**src/rtl/pipe_pkg.sv**
```systemverilog
// Shared constants and types for the pipe_register stage chain.
package pipe_pkg;

    localparam int unsigned MAX_DEPTH = 64;
    localparam int unsigned MAX_WIDTH = 1024;

    // Handshake record of the two pipe ports for one cycle.
    typedef struct packed {
        logic in_xfer;
        logic out_xfer;
    } xfer_t;

    function automatic int unsigned count_width(input int unsigned depth);
        return $clog2(depth + 1);
    endfunction

endpackage

```
**src/rtl/pipe_stage.sv**
```systemverilog
// One pipeline stage: a valid bit plus WIDTH data bits, loaded whenever the ready chain allows.
module pipe_stage
    import pipe_pkg::*;
#(
    parameter int unsigned      WIDTH      = 8,
    parameter logic [WIDTH-1:0] RESET_DATA = '0
) (
    input  logic             clk,
    input  logic             reset,
    input  logic             clear,
    input  logic             ready_in,
    input  logic             prev_valid,
    input  logic [WIDTH-1:0] prev_data,
    output logic             valid,
    output logic [WIDTH-1:0] data
);

    if (WIDTH < 1 || WIDTH > MAX_WIDTH) begin : g_bad_width
        $error("pipe_stage: WIDTH out of range");
    end

    always_ff @(posedge clk) begin
        if (reset || clear) begin
            valid <= 1'b0;
            data  <= RESET_DATA;
        end else if (ready_in) begin
            valid <= prev_valid;
            data  <= prev_data;
        end
    end

endmodule

```
**src/rtl/pipe_register.sv**
```systemverilog
// Bubble-collapsing valid/ready register pipeline of DEPTH stages with an occupancy count.
module pipe_register
    import pipe_pkg::*;
#(
    parameter int unsigned      WIDTH      = 8,
    parameter int unsigned      DEPTH      = 3,
    parameter logic [WIDTH-1:0] RESET_DATA = '0
) (
    input  logic                            clk,
    input  logic                            reset,
    input  logic                            flush,
    input  logic                            in_valid,
    output logic                            in_ready,
    input  logic [WIDTH-1:0]                in_data,
    output logic                            out_valid,
    input  logic                            out_ready,
    output logic [WIDTH-1:0]                out_data,
    output logic [count_width(DEPTH)-1:0]   count
);

    localparam int unsigned CW = count_width(DEPTH);

    if (DEPTH < 1 || DEPTH > MAX_DEPTH) begin : g_bad_depth
        $error("pipe_register: DEPTH out of range");
    end

    // Index 0 is the input port, index k+1 is the output of stage k.
    logic [DEPTH:0]   chain_v;
    logic [WIDTH-1:0] chain_d [DEPTH+1];
    logic             rdy     [DEPTH];
    xfer_t            xf;

    assign chain_v[0] = in_valid;
    assign chain_d[0] = in_data;

    for (genvar k = 0; k < DEPTH; k++) begin : g_stage
        // Unrolled form of "empty or downstream ready": stage k can move
        // unless it and every stage after it are full and the sink stalls.
        always_comb begin
            rdy[k] = out_ready || !(&chain_v[DEPTH:k+1]);
        end

        pipe_stage #(
            .WIDTH      (WIDTH),
            .RESET_DATA (RESET_DATA)
        ) u_stage (
            .clk        (clk),
            .reset      (reset),
            .clear      (flush),
            .ready_in   (rdy[k]),
            .prev_valid (chain_v[k]),
            .prev_data  (chain_d[k]),
            .valid      (chain_v[k+1]),
            .data       (chain_d[k+1])
        );
    end

    assign in_ready  = rdy[0] && !flush && !reset;
    assign out_valid = chain_v[DEPTH];
    assign out_data  = chain_d[DEPTH];

    always_comb begin
        xf.in_xfer  = in_valid && in_ready;
        xf.out_xfer = out_valid && out_ready;
    end

    always_ff @(posedge clk) begin
        if (reset || flush) begin
            count <= '0;
        end else begin
            unique case ({xf.in_xfer, xf.out_xfer})
                2'b10:   count <= count + CW'(1);
                2'b01:   count <= count - CW'(1);
                default: count <= count;
            endcase
        end
    end

endmodule

```
**config.mk**
```make
export PLATFORM = sky130hd
export DESIGN_NAME = pipe_register
export DESIGN_NICKNAME = d
export VERILOG_FILES = /design/src/rtl/pipe_pkg.sv /design/src/rtl/pipe_stage.sv /design/src/rtl/pipe_register.sv
export SDC_FILE = /design/constraint.sdc
export NUM_CORES = 1
export LEC_CHECK = 0
export CORE_MARGIN = 2
export CORE_UTILIZATION = 43
export CTS_CLUSTER_SIZE = 24
export DETAILED_ROUTE_END_ITERATION = 10
export GPL_TIMING_DRIVEN = 0
export PLACE_DENSITY_LB_ADDON = 0.1
export SKIP_CTS_REPAIR_TIMING = 1
export SLEW_MARGIN = 20
export SYNTH_ARGS = -nofsm -noshare
export SYNTH_HDL_FRONTEND = slang
export SYNTH_SLANG_ARGS = --single-unit
```
**constraint.sdc**
```tcl
create_clock -name clk -period 2.3 [get_ports clk]
set_clock_uncertainty 0.1 [all_clocks]
set_input_delay 0.69 -clock clk [delete_from_list [all_inputs] [get_ports clk]]
set_output_delay 0.69 -clock clk [all_outputs]
set_load 0.1 [all_outputs]
```
==> impl_metrics.toml <==
[global_routing]
global_route.overflow_total = 0
antenna_violations_before_repair = 0
global_route_wire_length_before_repair_mm = 3.76
via_count_of_the_first_global_routing_pass = 883
grt_start_max_net_pins = 11
groute.usage.overall = 0.157

[clock_network]
cts-buffers-inserted = 5
clock_tree.root_cell = "clkbuf_4"
clock-sinks = 29
ctsHtreeMaxLevel = 2
clock_tree.buffer_depth = 2
clk_latency_ps = 320
cts_tree = "built"
clk_pin_slew_worst_paths_ps = 80

[route]
detail_route.drc_violations = 0
vias = 968
post_drt_via_cell_ratio = 4.79
detail_route.wl_per_cell_microns = 10.8
drt_iter0_drc = 14
detailedRoute.firstPassIterationCount = 4
drt-total-wl_mm = 2.19
postRouteAntennaNets = 0

[sta]
worst_case_setup_margin_in_the_final_layout_ps = 45.1
timing.fmax_ghz = 0.443
min_period_over_period = 0.980
timing.final.max_slew_violations = 0
timing.max_slew.rel_slack = 0.357
worst-slew-pin-transition_ps = 963
final_hold_viol_count = 0
rsz0062_at_grt = "false"
setup-violations-final = 0
min_period_ps = 2250

[layout]
finish.cell_count_without_fillers = 202
insertedDiodeCount = 0
syn2layout_area_growth_pct = 32.5
drive_above_1_share = 0.227
nNetsFinal = 185

[die]
floorplan.initialDensity = 0.456
core.rowCount = 18
core-area_sq_um = 2480
io_pins = 25
die-area_sq_um = 3050
die-height_microns = 55.2
die-width_microns = 55.2

[yosys]
synth-edff-count = 0
fraction_of_the_yosys_area_taken_by_sequential_cells = 0.514
synth_warnings = 0
post_synth_most_frequent_cells = "nand2_1, dfxtp_1, a21oi_1"
synth-seq-cells = 29
ys_flop_type = "dfxtp_1"
avgSynthCellArea_sq_um = 8.12
post_synth_main_area_contributors = "dfxtp_1, nand2_1, a21oi_1"
async_reset_ff_frac = 0
synth_cell_type_count = 23
synth_top_cell_area_share = 0.514
synthesized_netlist_cell_count = 139
synth_top_area_cell = "dfxtp_1"
synth_area_sq_um = 1130
synthesis.nets = 153
synthMostInstantiatedCell = "nand2_1"

[setup_path]
rr_startpoint = "g_stage[2].u_stage.valid"
critPathMaxFanout = 10
critical_path.startpoint = "out_ready"
worstPathArrival_ps = 1460
critPathKind = "in2out"
cp_data_required_time_ps = 1510
cp_top_family = "buffers and inverters"
cp-start-kind = "input pin"
critical_path.n_buffers_inverters = 3
cp-end-kind = "output port"
critPathMaxStageDelay_ps = 210
worstPathCellList = "buf_4 > and4b_1 > buf_6 > nor2_4 > buf_12"
critPathSlowestCell = "and4b_1"

[place]
port_buffers = 24
place.gp.congestion = 0.708
place_ws_ps = -1390
place.detailed.hpwl_mm = 1.58
dp.cells = 193

[hold_path]
hold_path.startpoint = "g_stage[2].u_stage.data[3]"
min_path_type = "reg2reg"

[pwr]
leakagePower_nw = 0.639
worst_ir_drop_vdd_mv = 0.391
power_density_nw_per_um2 = 628

[run_status]
outcome = "finished clean"

[flow_run]
timing.max_cap.violations = 0
cell type report:
| cell class | instances | area, sq um |
|---|---|---|
| multi-input combinational | 93 | 468 |
| inverter | 1 | 3.75 |
| sequential | 29 | 582 |
| buffer | 15 | 106 |
| timing repair buffer | 26 | 228 |
| tap | 30 | 37.5 |
| clock inverter | 1 | 5.00 |
| fill | 245 | 982 |
| clock buffer | 7 | 65.1 |
path summary, 6_finish.rpt:
kind / end / slack, ps / cells after the start
setup / recovery: in_ready / 50 / 5
hold / removal: g_stage[2].u_stage.data[3] / 350 / 2
setup reg to reg: count[1] / 420 / 8
hold reg to reg: g_stage[2].u_stage.data[3] / 350 / 2
per-layer routing:
layer  track usage  wire length [microns]
met4        0.0836                     38
met5             0                      0
met2         0.235                   1020
met3        0.0492                    115
met1         0.202                   1010
where the power goes:
group	switching [mW]	total (mW)	internal (mW)	leakage, nW
clock network	0.166	0.343	0.177	0.0413
registers	0.00606	0.518	0.512	0.236
logic	0.0423	0.0781	0.0358	0.362
state kept, by name, summed over array words and instances, names as in the netlist:
name and count:
count 2, g_stage.u_stage.data 24, g_stage.u_stage.valid 3
cell families after synthesis:
group | count (synthesis) | share of synthesized area
AND/OR/NAND/NOR | 63 | 0.243
flip-flops | 29 | 0.514
AO/OA/AOI/OAI | 27 | 0.120
buffers and inverters | 17 | 0.0964
XOR/XNOR | 2 | 0.0155
adder cells (fa/ha/maj) | 1 | 0.0111
placed cells by master (no fill, tap or decap), types with 2 or more instances in the layout:
cell type and n:
clkbuf_4 5, a21oi_1 25, dlymetal6s2s_1 4, nor2_1 5, dfxtp_1 28, nand3_1 8, clkdlybuf4s50_1 9, clkbuf_2 9
nand2_1 40, clkbuf_8 2, buf_4 12, clkbuf_1 2, buf_6 2
worst min-delay path, stage by stage (launching register included):
cell	delay, ps
dfxtp_1	310
nand2_1	50
a21oi_1	50
per-stage QoR:
step                 util  power [mW]  hold slack, ps  setup TNS (ps)  cell area (sq um)
finish              0.604       0.939             353               0               1500
CTS                 0.609       0.950             357           -5510               1510
global route        0.604       0.984             373               0               1500
global placement    0.581       0.605             341           -1970               1440
detailed placement  0.581       0.608             344           -2190               1440
floorplan               -       0.574             331            -511               1160
Power figures use the tool's default switching activity.
